### config.mk
export PLATFORM = sky130hd
export DESIGN_NAME = par_read_buffer
export DESIGN_NICKNAME = d
export VERILOG_FILES = /design/src/rtl/par_read_buffer.sv
export SDC_FILE = /design/constraint.sdc
export NUM_CORES = 1
export LEC_CHECK = 0
export BUFFER_PORTS_ARGS = -buffer_cell sky130_fd_sc_hd__buf_4
export CORE_ASPECT_RATIO = 1.1
export CORE_MARGIN = 2
export CORE_UTILIZATION = 55
export DETAILED_ROUTE_END_ITERATION = 10
export PLACE_DENSITY = 0.72
export SYNTH_ARGS = -nofsm -noshare
export SYNTH_HDL_FRONTEND = slang
export SYNTH_SLANG_ARGS = --single-unit
### constraint.sdc
create_clock -name clk -period 5.6 [get_ports clk]
set_clock_uncertainty 0.05 [all_clocks]
set_input_delay 0.56 -clock clk [delete_from_list [all_inputs] [get_ports clk]]
set_output_delay 0.56 -clock clk [all_outputs]
set_load 0.005 [all_outputs]
### src/rtl/par_read_buffer.sv
// Circular word buffer that exposes PAR_READ consecutive words per read
// and retires a variable number of them per pop.
module par_read_buffer #(
    parameter int DATA_WIDTH = 8,
    parameter int COLUMNS    = 32,
    parameter int PAR_READ   = 4
) (
    input  logic                           clk,
    input  logic                           rst,
    input  logic                           wr_en,
    input  logic [DATA_WIDTH-1:0]          wr_data,
    output logic                           full,
    input  logic                           rd_en,
    input  logic [$clog2(PAR_READ):0]      rd_stride,
    output logic [PAR_READ*DATA_WIDTH-1:0] rd_data,
    output logic                           empty,
    output logic [$clog2(COLUMNS):0]       count
);

    localparam int PW = $clog2(COLUMNS);
    localparam int CW = PW + 1;
    localparam int SW = $clog2(PAR_READ) + 1;

    logic [DATA_WIDTH-1:0] mem [COLUMNS];

    logic [PW-1:0] wp;
    logic [PW-1:0] rp;
    logic [PW-1:0] wp_next;
    logic [PW-1:0] rp_next;
    logic [CW-1:0] fill;
    logic [CW-1:0] rp_sum;
    logic [SW-1:0] stride;
    logic          wr_ok;
    logic          rd_ok;

    // Occupancy from the pointers; a wrapped writer adds one lap.
    always_comb begin
        fill = {1'b0, wp} - {1'b0, rp};
        if (wp < rp) begin
            fill = fill + CW'(COLUMNS);
        end
    end

    assign count = fill;
    assign full  = (fill == CW'(COLUMNS - 1));
    assign empty = (fill < CW'(PAR_READ));
    assign wr_ok = wr_en && !full;
    assign rd_ok = rd_en && !empty;

    // Clamp the stride and advance both pointers with wraparound.
    always_comb begin
        stride = rd_stride;
        if (rd_stride > SW'(PAR_READ)) begin
            stride = SW'(PAR_READ);
        end
        rp_sum  = {1'b0, rp} + CW'(stride);
        rp_next = PW'(rp_sum);
        if (rp_sum >= CW'(COLUMNS)) begin
            rp_next = PW'(rp_sum - CW'(COLUMNS));
        end
        wp_next = wp + PW'(1);
        if (wp == PW'(COLUMNS - 1)) begin
            wp_next = '0;
        end
    end

    // Pointer registers; reset empties the buffer without touching memory.
    always_ff @(posedge clk or posedge rst) begin
        if (rst) begin
            wp <= '0;
            rp <= '0;
        end else begin
            if (wr_ok) begin
                wp <= wp_next;
            end
            if (rd_ok) begin
                rp <= rp_next;
            end
        end
    end

    // Storage array, deliberately left uncleared by reset.
    always_ff @(posedge clk) begin
        if (wr_ok) begin
            mem[wp] <= wr_data;
        end
    end

    for (genvar i = 0; i < PAR_READ; i++) begin : g_lane
        logic [CW-1:0] lsum;
        logic [PW-1:0] idx;

        // Address of lane i: rp + i folded back into the array.
        always_comb begin
            lsum = {1'b0, rp} + CW'(i);
            idx  = PW'(lsum);
            if (lsum >= CW'(COLUMNS)) begin
                idx = PW'(lsum - CW'(COLUMNS));
            end
        end

        assign rd_data[i*DATA_WIDTH +: DATA_WIDTH] = mem[idx];
    end

endmodule

==> impl_metrics.env <==
export IMPL_syn_nets=1075
export IMPL_clkPwrFrac_pct=14.9
export IMPL_top_layer="met4"
export IMPL_slew_limit_headroom_pct=25.55
export IMPL_root_buffer="clkbuf_16"
export IMPL_timing_hold_ws_ns=0.2615
export IMPL_final_period_utilization_pct=86.29
export IMPL_hold_class="input pin to flip-flop"
export IMPL_final_util_pct=60.96
export IMPL_netlist_area_um2=16850
export IMPL_cts_clk_slew_worst_paths_ns=0.06
export IMPL_start_kind="flip-flop"
export IMPL_drc=0
export IMPL_dp_hpwl_um=32600
export IMPL_finalSetupTns_ns=0
export IMPL_rsz0062_at_grt="false"
export IMPL_grt_pass1_vias=10676
export IMPL_syn_inst=1041
export IMPL_htreeDepth=1
export IMPL_wl_met3_um=4334
export IMPL_pwr_share_comb_pct=66.4
export IMPL_cts_buffer_depth=3
export IMPL_yosysWarnings=0
export IMPL_drive_above_1_share_pct=29.11
export IMPL_grt_pass1_wl_um=72260
export IMPL_fillers=2283
export IMPL_num_io_pins=55
export IMPL_vias_per_cell=7.164
export IMPL_grt_max_degree=137
export IMPL_drt_first_pass_iters=6
export IMPL_synth_edff_count=256
export IMPL_numCtsBuffers=30
export IMPL_antenna_cells=0
export IMPL_core_rowCount=67
export IMPL_cts_sinks=266
export IMPL_wl_per_cell_um=32.61
export IMPL_cp_end_kind="primary output"
export IMPL_ys_seq_area_share_pct=47.10
export IMPL_worstPathRequired_ns=4.99
export IMPL_fin_crit_ns=4.832
export IMPL_antenna_found_initial=0
export IMPL_die_area_um2=32060
export IMPL_cts_tree="done"
export IMPL_crit_fanout=64
export IMPL_core_um2=30350
export IMPL_powerDensity_nw_per_um2=725.2
export IMPL_hold_violations=0
export IMPL_clk_latency_ns=0.57
export IMPL_via_count=10768
export IMPL_final_cell_mix="edfxtp_1 (256), mux2i_1 (211), mux4_2 (172)"
export IMPL_async_flop_share_pct=3.759
export IMPL_slew_violations=0
export IMPL_ctsResizeCount=0
export IMPL_status="finished, final reports clean"
export IMPL_total_leakage_power_nw=6.700
export IMPL_ant_nets=0
export IMPL_track_usage_pct=31.40
export IMPL_maxCapViolations=0
export IMPL_post_cts_buffers=0
export IMPL_synthDistinctLibCells=52
export IMPL_syn_avg_cell_area_um2=16.19
export IMPL_totalPowerFinal_mw=13.42
export IMPL_gp_congestion=0.8929
export IMPL_power_internal_mw=7.773
export IMPL_crit_type="flip-flop to primary output"
export IMPL_swShare_pct=42.06
export IMPL_die_width_um=170.9
export IMPL_ctsHoldBuffers=1
export IMPL_seqPwrFrac_pct=18.7
export IMPL_p_sw_mw=5.642
export IMPL_fmax_mhz=206.9
export IMPL_tightest_slew_ns=1.113
export IMPL_wl_um=49020
export IMPL_dr_first_iter_drc_count=1514
export IMPL_critPathArrivalTime_ns=4.22
export IMPL_numPortBuffers=54
export IMPL_area_growth_pct=9.779
export IMPL_wl_met2_um=23120
export IMPL_wl_met1_um=19230
export IMPL_initial_core_util_pct=55.53
export IMPL_rrSetupSlack_ns=1.64
export IMPL_ys_flop_type="edfxtp_1"
export IMPL_layout_commonest_cell="edfxtp_1"
export IMPL_ir_drop_mv=0.7028
export IMPL_overflow=0
export IMPL_ys_ff_latch=266
export IMPL_final_nets=1100
export IMPL_setup_viol=0
export IMPL_dieHeight_um=187.6
final timing paths:
path,startpoint,endpoint,depth (start not counted)
setup / recovery,rp[0],rd_data[27],7
hold / removal,rd_en,rp[3],3
setup reg to reg,wp[0],mem[30][7],9
hold reg to reg,rp[3],rp[3],1
max in group asynchronous,rst,rp[0],3
min in group asynchronous,rst,rp[3],3
Yosys cell counts (15+ instances only):
master / n / area [um^2]
a21oi_1: 29 / 145.1
and3_1: 34 / 212.7
buf_2: 17 / 85.08
buf_4: 24 / 180.2
clkbuf_1: 21 / 78.83
edfxtp_1: 256 / 7687
ha_1: 17 / 212.7
inv_1: 20 / 75.07
mux2_2: 15 / 168.9
mux2i_1: 211 / 2112
mux4_2: 172 / 3874
nand2_1: 34 / 127.6
o221ai_1: 17 / 148.9
critical path, cell delays in order (launching register included):
cell     delay, ns
dfrtp_4       0.47
buf_4         0.70
buf_4         0.93
mux2i_1       0.23
mux4_1        0.59
mux4_2        0.48
inv_1         0.06
buf_4         0.11
metal layers:
layer | track usage (%) | vias up
met4 | 13.04 | 0
met3 | 5.234 | 135
met1 | 44.17 | 5564
met2 | 49.11 | 633
li1 | - | 4436
met5 | 0 | -
state kept, by name (all words and copies together), names as in the netlist:
signal and count:
mem 256, rp 5, wp 5
power groups by stage:
stage / clock [mW] / combinational [mW] / sequential, mW
finish: 1.99 / 8.91 / 2.51
CTS: 2.00 / 8.85 / 2.50
global placement: 0 / 8.73 / 2.54
detailed placement: 0 / 8.82 / 2.55
global route: 2.08 / 9.35 / 2.53
floorplan: 0 / 6.02 / 2.46
metrics by stage:
stage | cell area (um^2) | worst slack (ns) | std cells
final | 18500 | 0.7677 | 1503
after floorplan | 16850 | 1.853 | 1041
after global placement | 17510 | 1.470 | 1447
after CTS | 18500 | 0.7773 | 1503
after global routing | 18500 | 0.5328 | 1503
after detailed placement | 17510 | 1.398 | 1447
cells by family after synthesis:
kind of cell,count (synthesis),synth area share (%)
multiplexers,415,38.55
XOR/XNOR,15,1.314
buffers and inverters,104,3.512
AND/OR/NAND/NOR,122,3.876
AO/OA/AOI/OAI,100,4.143
flip-flops,266,47.10
adder cells (fa/ha/maj),19,1.500
cell type report:
type / instances / area (um^2) / share of cell area, %
Clock buffer: 39 / 805.8 / 4.356
Clock inverter: 16 / 177.7 / 0.9604
Inverter: 21 / 78.83 / 0.4261
Multi-Input combinational cell: 671 / 8327 / 45.01
Sequential cell: 266 / 7944 / 42.94
Tap cell: 414 / 518.0 / 2.800
Timing Repair Buffer: 76 / 648.1 / 3.504
(Power assumes the default switching activity.)
